File: config.mk
export PLATFORM = sky130hd
export DESIGN_NAME = modport_alu
export DESIGN_NICKNAME = d
export VERILOG_FILES = /design/src/rtl/modport_alu.sv
export SDC_FILE = /design/constraint.sdc
export NUM_CORES = 1
export LEC_CHECK = 0
export ABC_AREA = 1
export CAP_MARGIN = 20
export CORE_MARGIN = 2
export CORE_UTILIZATION = 40
export CTS_BUF_LIST = sky130_fd_sc_hd__clkbuf_16
export DETAILED_ROUTE_END_ITERATION = 10
export PLACE_DENSITY = 0.72
export SETUP_SLACK_MARGIN = 0.2
export SLEW_MARGIN = 20
export SYNTH_ARGS = -nofsm -noshare
export SYNTH_HDL_FRONTEND = slang
export SYNTH_SLANG_ARGS = --single-unit
File: constraint.sdc
create_clock -name clk -period 1.9 [get_ports clk]
set_clock_uncertainty 0.1 [all_clocks]
set_input_delay 0.38 -clock clk [delete_from_list [all_inputs] [get_ports clk]]
set_output_delay 0.38 -clock clk [all_outputs]
set_load 0.03 [all_outputs]
File: src/rtl/modport_alu.sv
`default_nettype none
// ============================================================================
// Module      : modport_alu
// Description : Registered arithmetic/logic unit. Two operands are qualified
//               by per-operand valid bits. The unit executes 11 arithmetic or
//               14 logical commands and presents a registered result with
//               carry, overflow/borrow, compare and error flags. If a
//               two-operand command arrives with only one operand valid, the
//               unit waits up to 16 enabled cycles for both operands and then
//               flags a timeout.
//
// Ports       : clk        rising-edge clock
//               RST        asynchronous active-low reset
//               CE         clock enable (low freezes every register)
//               INP_VALID  bit0 = OPA valid, bit1 = OPB valid
//               MODE       1 = arithmetic, 0 = logical
//               CMD        command code
//               OPA, OPB   operands
//               CIN        carry-in
//               RES        registered result (OP_WIDTH+1 bits)
//               COUT, OFLOW, G, L, E, ERR  registered flags
//
// Options     : ALU_MULT_EN - when defined, arithmetic CMD 9/10 (multiply)
//               are implemented with a two-cycle latency through the MUL
//               state. When undefined they are rejected with ERR.
//
// Revision    : 1.0 - initial release
// ============================================================================
module modport_alu #(
  parameter int OP_WIDTH  = 8,
  parameter int CMD_WIDTH = 4,
  parameter int SHIFT_W   = $clog2(OP_WIDTH)
) (
  input  logic                 clk,
  input  logic                 RST,
  input  logic                 CE,
  input  logic [1:0]           INP_VALID,
  input  logic                 MODE,
  input  logic [CMD_WIDTH-1:0] CMD,
  input  logic [OP_WIDTH-1:0]  OPA,
  input  logic [OP_WIDTH-1:0]  OPB,
  input  logic                 CIN,
  output logic [OP_WIDTH:0]    RES,
  output logic                 COUT,
  output logic                 OFLOW,
  output logic                 G,
  output logic                 L,
  output logic                 E,
  output logic                 ERR
);

  // Arithmetic is carried out one bit wider than RES so the top bit of the
  // intermediate is the borrow for subtractions.
  localparam int                c_res_w     = OP_WIDTH + 1;
  localparam int                c_cnt_w     = 4;
  localparam logic [c_cnt_w-1:0] c_wait_last = 4'd15;
  localparam logic [c_res_w:0]  c_one       = {{c_res_w{1'b0}}, 1'b1};
  localparam logic [SHIFT_W:0]  c_width_s   = (SHIFT_W+1)'(OP_WIDTH);

`ifdef ALU_MULT_EN
  typedef enum logic [1:0] {S_IDLE = 2'd0, S_WAIT = 2'd1, S_MUL = 2'd2} state_t;
`else
  typedef enum logic [1:0] {S_IDLE = 2'd0, S_WAIT = 2'd1} state_t;
`endif

  state_t                 r_state, w_state_d;
  logic [c_cnt_w-1:0]     r_cnt, w_cnt_d;
  logic                   r_mode_l, w_mode_ld;
  logic [CMD_WIDTH-1:0]   r_cmd_l, w_cmd_ld;

  // Command actually being decoded: while waiting for the second operand the
  // latched MODE/CMD are used, otherwise the live inputs.
  logic                   w_mode;
  logic [CMD_WIDTH-1:0]   w_cmd;
  logic [31:0]            w_cmd_n;

  assign w_mode  = (r_state == S_WAIT) ? r_mode_l : MODE;
  assign w_cmd   = (r_state == S_WAIT) ? r_cmd_l  : CMD;
  assign w_cmd_n = 32'(w_cmd);

  // --------------------------------------------------------------------------
  // Datapath
  // --------------------------------------------------------------------------
  logic [c_res_w:0]       w_ax, w_bx, w_cx, w_arith;
  logic [OP_WIDTH-1:0]    w_logic;
  logic [SHIFT_W-1:0]     w_amt;
  logic [SHIFT_W:0]       w_amt_c;
  logic                   w_rot_bad;
  logic [OP_WIDTH:0]      w_res;
  logic                   w_cout, w_oflow, w_g, w_l, w_e, w_err;
`ifdef ALU_MULT_EN
  logic                   w_is_mul;
  logic [OP_WIDTH:0]      r_mul_res, w_mul_res_d;
`endif

  assign w_ax      = {2'b00, OPA};
  assign w_bx      = {2'b00, OPB};
  assign w_cx      = {{c_res_w{1'b0}}, CIN};
  assign w_amt     = OPB[SHIFT_W-1:0];
  assign w_amt_c   = c_width_s - {1'b0, w_amt};
  // Rotate amounts beyond the operand width are rejected rather than wrapped.
  assign w_rot_bad = |OPB[OP_WIDTH-1:SHIFT_W];

  always_comb begin
    w_arith = '0;
    w_logic = '0;
    w_res   = '0;
    w_cout  = 1'b0;
    w_oflow = 1'b0;
    w_g     = 1'b0;
    w_l     = 1'b0;
    w_e     = 1'b0;
    w_err   = 1'b0;
`ifdef ALU_MULT_EN
    w_is_mul = 1'b0;
`endif
    if (w_mode) begin
      case (w_cmd_n)
        0:  begin w_arith = w_ax + w_bx;         w_cout  = w_arith[OP_WIDTH]; end
        1:  begin w_arith = w_ax - w_bx;         w_oflow = w_arith[c_res_w];  end
        2:  begin w_arith = w_ax + w_bx + w_cx;  w_cout  = w_arith[OP_WIDTH]; end
        3:  begin w_arith = w_ax - w_bx - w_cx;  w_oflow = w_arith[c_res_w];  end
        4:  begin w_arith = w_ax + c_one;        w_cout  = w_arith[OP_WIDTH]; end
        5:  begin w_arith = w_ax - c_one;        w_oflow = w_arith[c_res_w];  end
        6:  begin w_arith = w_bx + c_one;        w_cout  = w_arith[OP_WIDTH]; end
        7:  begin w_arith = w_bx - c_one;        w_oflow = w_arith[c_res_w];  end
        8:  begin
          w_g = (OPA > OPB);
          w_l = (OPA < OPB);
          w_e = (OPA == OPB);
        end
`ifdef ALU_MULT_EN
        9:  begin w_arith = (w_ax + c_one) * (w_bx + c_one); w_is_mul = 1'b1; end
        10: begin w_arith = (w_ax << 1) * w_bx;             w_is_mul = 1'b1; end
`endif
        default: w_err = 1'b1;
      endcase
      w_res = w_arith[OP_WIDTH:0];
    end else begin
      case (w_cmd_n)
        0:  w_logic = OPA & OPB;
        1:  w_logic = ~(OPA & OPB);
        2:  w_logic = OPA | OPB;
        3:  w_logic = ~(OPA | OPB);
        4:  w_logic = OPA ^ OPB;
        5:  w_logic = ~(OPA ^ OPB);
        6:  w_logic = ~OPA;
        7:  w_logic = ~OPB;
        8:  w_logic = OPA >> 1;
        9:  w_logic = OPA << 1;
        10: w_logic = OPB >> 1;
        11: w_logic = OPB << 1;
        // A shift by the full width yields zero, so amount 0 rotates cleanly.
        12: if (w_rot_bad) w_err = 1'b1;
            else           w_logic = (OPA << w_amt) | (OPA >> w_amt_c);
        13: if (w_rot_bad) w_err = 1'b1;
            else           w_logic = (OPA >> w_amt) | (OPA << w_amt_c);
        default: w_err = 1'b1;
      endcase
      w_res = {1'b0, w_logic};
    end
  end

  // --------------------------------------------------------------------------
  // Operand requirements and command legality
  // --------------------------------------------------------------------------
  logic w_need_a, w_need_b, w_cmd_bad;

  always_comb begin
    w_need_a  = 1'b1;
    w_need_b  = 1'b1;
    w_cmd_bad = 1'b0;
    if (w_mode) begin
      case (w_cmd_n)
        4, 5:    w_need_b = 1'b0;
        6, 7:    w_need_a = 1'b0;
        default: ;
      endcase
`ifdef ALU_MULT_EN
      w_cmd_bad = (w_cmd_n > 32'd10);
`else
      w_cmd_bad = (w_cmd_n > 32'd8);
`endif
    end else begin
      case (w_cmd_n)
        6, 8, 9:   w_need_b = 1'b0;
        7, 10, 11: w_need_a = 1'b0;
        default:   ;
      endcase
      w_cmd_bad = (w_cmd_n > 32'd13);
    end
  end

  // --------------------------------------------------------------------------
  // Control FSM: next state and next outputs
  // --------------------------------------------------------------------------
  logic              w_publish, w_fail;
  logic [OP_WIDTH:0] w_res_d;
  logic              w_cout_d, w_oflow_d, w_g_d, w_l_d, w_e_d, w_err_d;

  always_comb begin
    w_state_d = r_state;
    w_cnt_d   = r_cnt;
    w_mode_ld = r_mode_l;
    w_cmd_ld  = r_cmd_l;
    w_publish = 1'b0;
    w_fail    = 1'b0;
`ifdef ALU_MULT_EN
    w_mul_res_d = r_mul_res;
`endif
    case (r_state)
      S_IDLE: begin
        if (INP_VALID == 2'b00 || w_cmd_bad) begin
          w_fail = 1'b1;
        end else if ((w_need_a && !INP_VALID[0]) || (w_need_b && !INP_VALID[1])) begin
          // Only a two-operand command may wait for its missing operand; a
          // single-operand command presented with the wrong operand is an error.
          if (w_need_a && w_need_b) begin
            w_state_d = S_WAIT;
            w_cnt_d   = '0;
            w_mode_ld = MODE;
            w_cmd_ld  = CMD;
          end else begin
            w_fail = 1'b1;
          end
        end else begin
          w_publish = 1'b1;
`ifdef ALU_MULT_EN
          if (w_is_mul) begin
            w_publish   = 1'b0;
            w_mul_res_d = w_res;
            w_state_d   = S_MUL;
          end
`endif
        end
      end
      S_WAIT: begin
        if (INP_VALID == 2'b11) begin
          w_state_d = S_IDLE;
          w_publish = 1'b1;
`ifdef ALU_MULT_EN
          if (w_is_mul) begin
            w_publish   = 1'b0;
            w_mul_res_d = w_res;
            w_state_d   = S_MUL;
          end
`endif
        end else if (r_cnt == c_wait_last) begin
          w_fail    = 1'b1;
          w_state_d = S_IDLE;
        end else begin
          w_cnt_d = r_cnt + 1'b1;
        end
      end
`ifdef ALU_MULT_EN
      S_MUL: begin
        w_state_d = S_IDLE;
      end
`endif
      default: w_state_d = S_IDLE;
    endcase

    // Outputs hold unless a command completes; a completion clears every
    // flag the command does not itself set.
    w_res_d   = RES;
    w_cout_d  = COUT;
    w_oflow_d = OFLOW;
    w_g_d     = G;
    w_l_d     = L;
    w_e_d     = E;
    w_err_d   = ERR;
    if (w_publish) begin
      w_res_d   = w_res;
      w_cout_d  = w_cout;
      w_oflow_d = w_oflow;
      w_g_d     = w_g;
      w_l_d     = w_l;
      w_e_d     = w_e;
      w_err_d   = w_err;
    end else if (w_fail) begin
      w_res_d   = '0;
      w_cout_d  = 1'b0;
      w_oflow_d = 1'b0;
      w_g_d     = 1'b0;
      w_l_d     = 1'b0;
      w_e_d     = 1'b0;
      w_err_d   = 1'b1;
    end
`ifdef ALU_MULT_EN
    else if (r_state == S_MUL) begin
      w_res_d   = r_mul_res;
      w_cout_d  = 1'b0;
      w_oflow_d = 1'b0;
      w_g_d     = 1'b0;
      w_l_d     = 1'b0;
      w_e_d     = 1'b0;
      w_err_d   = 1'b0;
    end
`endif
  end

  // --------------------------------------------------------------------------
  // State and output registers
  // --------------------------------------------------------------------------
  always_ff @(posedge clk or negedge RST) begin
    if (!RST) begin
      r_state  <= S_IDLE;
      r_cnt    <= '0;
      r_mode_l <= 1'b0;
      r_cmd_l  <= '0;
      RES      <= '0;
      COUT     <= 1'b0;
      OFLOW    <= 1'b0;
      G        <= 1'b0;
      L        <= 1'b0;
      E        <= 1'b0;
      ERR      <= 1'b0;
`ifdef ALU_MULT_EN
      r_mul_res <= '0;
`endif
    end else if (CE) begin
      r_state  <= w_state_d;
      r_cnt    <= w_cnt_d;
      r_mode_l <= w_mode_ld;
      r_cmd_l  <= w_cmd_ld;
      RES      <= w_res_d;
      COUT     <= w_cout_d;
      OFLOW    <= w_oflow_d;
      G        <= w_g_d;
      L        <= w_l_d;
      E        <= w_e_d;
      ERR      <= w_err_d;
`ifdef ALU_MULT_EN
      r_mul_res <= w_mul_res_d;
`endif
    end
  end

endmodule
`default_nettype wire

==> results.md <==
* Status: finished with violations
* Failing checks: negative setup slack
* Vias in the first global route at ~7,700
* Mean area per synthesized cell at between 5 and 6 µm²
* Area contributors post-synth: nand2_1, dfrtp_1, nand3_1
* Hpwl dp at around 19 mm
* Die H at 122 µm
* Largest regs: RES (9), r_cmd_l (4), r_cnt (4)
* RSZ-0062 raised after global routing: true
* First-pass GRT wire length at roughly 40 mm
* Finished Layout Cells at roughly 1,500
* Crit-path max cell delay at 0.49 ns
* Slew margin rel. at 68.0%
* CP max FO at 7
* Crit end category: flip-flop
* Synth area leader: nand2_1
* TritonCTS Buffers at 3
* Top-area cell type share of the netlist area at approximately a quarter
* Worst path cell trace: buf_12 > nand2_4 > inv_2 > nor2_4 > buf_4 > nor2_4 > nand2_2 > buf_12 > o22ai_1 > nor3_1 > nand2_1 > nor2_1 > nor2_1 > nand2_1 > nand2_1
* Via density at approximately 5.6
* Number of I/O pins at 42
* Most frequent cells in the layout: nand2_1, buf_4, nand3_1, nor2_1, inv_1
* Cells after Synth at just over 1,000
* IO Port Bufs at a little over 40
* R2R Setup Slk at -0.58 ns
* Worst Path Buf+Inv at 4
* Commonest non-fill, non-tap cell in the layout: nand2_1
* Die Area at around 15,000 µm²
* Gr usage total at approximately 34%
* H-tree depth at 1
* Yosys cell types at 46
* Synth Cell Area at about 5500 µm²
* Worst VDD drop at 0.556 mV
* Largest net degree at the start of global routing at 26
* Final setup vio count at 25
* Diode count at 0
* Seq/Total Area, Yosys at between 10% and 20%
* Design area at about 8600 µm²
* Max reg flops at 9
* Tightest Hold Check Type: flip-flop to flip-flop
* Initial antenna violation count at 0
* DR pass1 iterations at 7
* Final Worst Setup Slack at -0.578 ns
* Placed inst area at roughly 7800 µm²
* Largest Register: RES
* Max Clock Freq at 404 MHz
* Async set-reset flop share out of synthesis at 100%
* Lkg Pwr at 0.00434 µW
* Row count at 42
* WL final at about 25 mm
* DR WL/cell at between 15 and 20 µm
* Main synth FF type: dfrtp_1
* EDFF count, synth at 0
* Area growth syn-to-layout at 56.0%
* Grt ovf at 0
* Core Area at between 10,000 and 15,000 µm²
* Clock sink total at 25
* Layout cell share with drive strength beyond 1 at approximately a third
* Clock Latency Late Sink at around 0.26 ns
* Initial Utilization at between 40% and 50%
* Fin crit share at 130%
* CTS tree: built
* Power per cell area at 965 nW/µm²
* Setup TNS at -11.73 ns
* Fin. max-slew vios at 0
* Routability cong. at between 1 and 1.5
* Worst setup SP type: flip-flop
* Max Cap Violations at 0
* CP top delay family: simple AND/OR/NAND/NOR gates
* Slew @ Worst Pin at 0.478 ns
* Post-route ant nets at 0
* Clock root buffer: clkbuf_16
* Flops & latches, synth at 25
* Final hold vios at 0
* Number of DRC markers in iteration 0 at 968
* Syn nets at about 1,100
* Die span in x at between 100 and 150 µm
* CP Class: flip-flop to flip-flop
* DP Cell Count at approximately 1,400
* Min Tclk post-route at between 2 and 2.5 ns
* Crit path max-delay cell type: dfrtp_2
* Clk pin slew, worst setup/hold paths at 0.07 ns
* CP dominant cell by count: nand2_1
* Synth Warn # at 0
* Clk buf depth at 2
* Remaining DRCs at 0
* Place WS at -1.21 ns
* Worst path required time at a little under 2 ns
* # nets final at between 1,000 and 1,500
* Via count at about 8,100
* Worst path arrival time at between 2 and 3 ns
* Hold buffer count at cts at 0
[metal layers]
metal,global-route usage [%],part of all wire [%]
met5,0,0
met4,14.5,5.3
met3,4.68,11
met2,55.2,44
met1,44.6,40
[tightest hold or removal path: cells and delay by family (launching register included)]
family | cells | cell delay (ns)
flip-flops | 1 | 0.34
AND/OR/NAND/NOR | 2 | 0.09
[path summary, 6_finish.rpt]
path | start | endpoint | cells after the start
max | r_state[0] | RES[4] | 15
min | ERR | ERR | 2
max reg2reg | r_state[0] | RES[4] | 15
min reg2reg | ERR | ERR | 2
max in group asynchronous | RST | r_state[0] | 2
min in group asynchronous | RST | RES[1] | 2
[stage by stage]
| stage | hold WS (ns) | power, µW | utilization (%) |
|---|---|---|---|
| final | 0.364 | 8340 | 64.5 |
| after global routing | 0.385 | 8850 | 64.5 |
| after CTS | 0.371 | 7910 | 63.4 |
| after detailed placement | 0.359 | 6700 | 58.5 |
| after global placement | 0.354 | 6640 | 58.5 |
| after floorplan | -0.0156 | 4280 | - |
[logic make-up (layout without fill, tap and decap cells)]
group / after synthesis / after routing / share of synthesized area (%)
xor gates and xnor gates: 8 / 8 / 1.27
and+or+nand+nor: 676 / 677 / 53.4
DFF: 25 / 25 / 11.3
buffers and inverters: 127 / 376 / 9.60
AOI/OAI and AO/OA: 151 / 151 / 15.6
adders and majority gates: 38 / 38 / 8.85
[synth_stat cells (3+ instances only)]
| library cell | count |
|---|---|
| o211ai_1 | 11 |
| nand3_1 | 108 |
| or2_2 | 5 |
| buf_6 | 5 |
| nor3_1 | 13 |
| o2111ai_1 | 3 |
| ha_1 | 36 |
| nor2_1 | 112 |
| a31oi_1 | 3 |
| nand4_1 | 18 |
| nand2_1 | 378 |
| a21oi_1 | 35 |
| xor2_1 | 6 |
| clkinv_1 | 4 |
| o21a_1 | 3 |
| o21ai_1 | 10 |
| o21ai_0 | 63 |
| nor2_2 | 8 |
| dfrtp_1 | 25 |
| clkbuf_1 | 15 |
| inv_1 | 87 |
| inv_2 | 5 |
| nand2_4 | 8 |
| buf_2 | 8 |
| o22ai_1 | 11 |
| nor2_4 | 4 |
| o21ai_2 | 4 |
| nand3b_1 | 6 |
| nand2_2 | 7 |
[report_power, final]
group / internal, µW / switching (µW) / total, µW
combinational: 2900 / 4120 / 7020
sequential: 701 / 154 / 854
clock: 284 / 184 / 468
[final cells by class]
class                           instances  area, µm²
Multi-Input combinational cell        874       4970
Fill cell                            1222       4760
Timing Repair Buffer                  276       2350
Sequential cell                        25        627
Inverter                               96        390
Tap cell                              176        220
Clock buffer                            3       75.1
Clock inverter                          1       5.00
[what timing repair did]
action | CTS | global route
cloned | 1 | 0
setup endpoints to repair | 40 | 25
resized for setup | 165 | 24
buffers inserted | 22 | 6
pin swaps | 50 | 14
(Power assumes the default switching activity.)
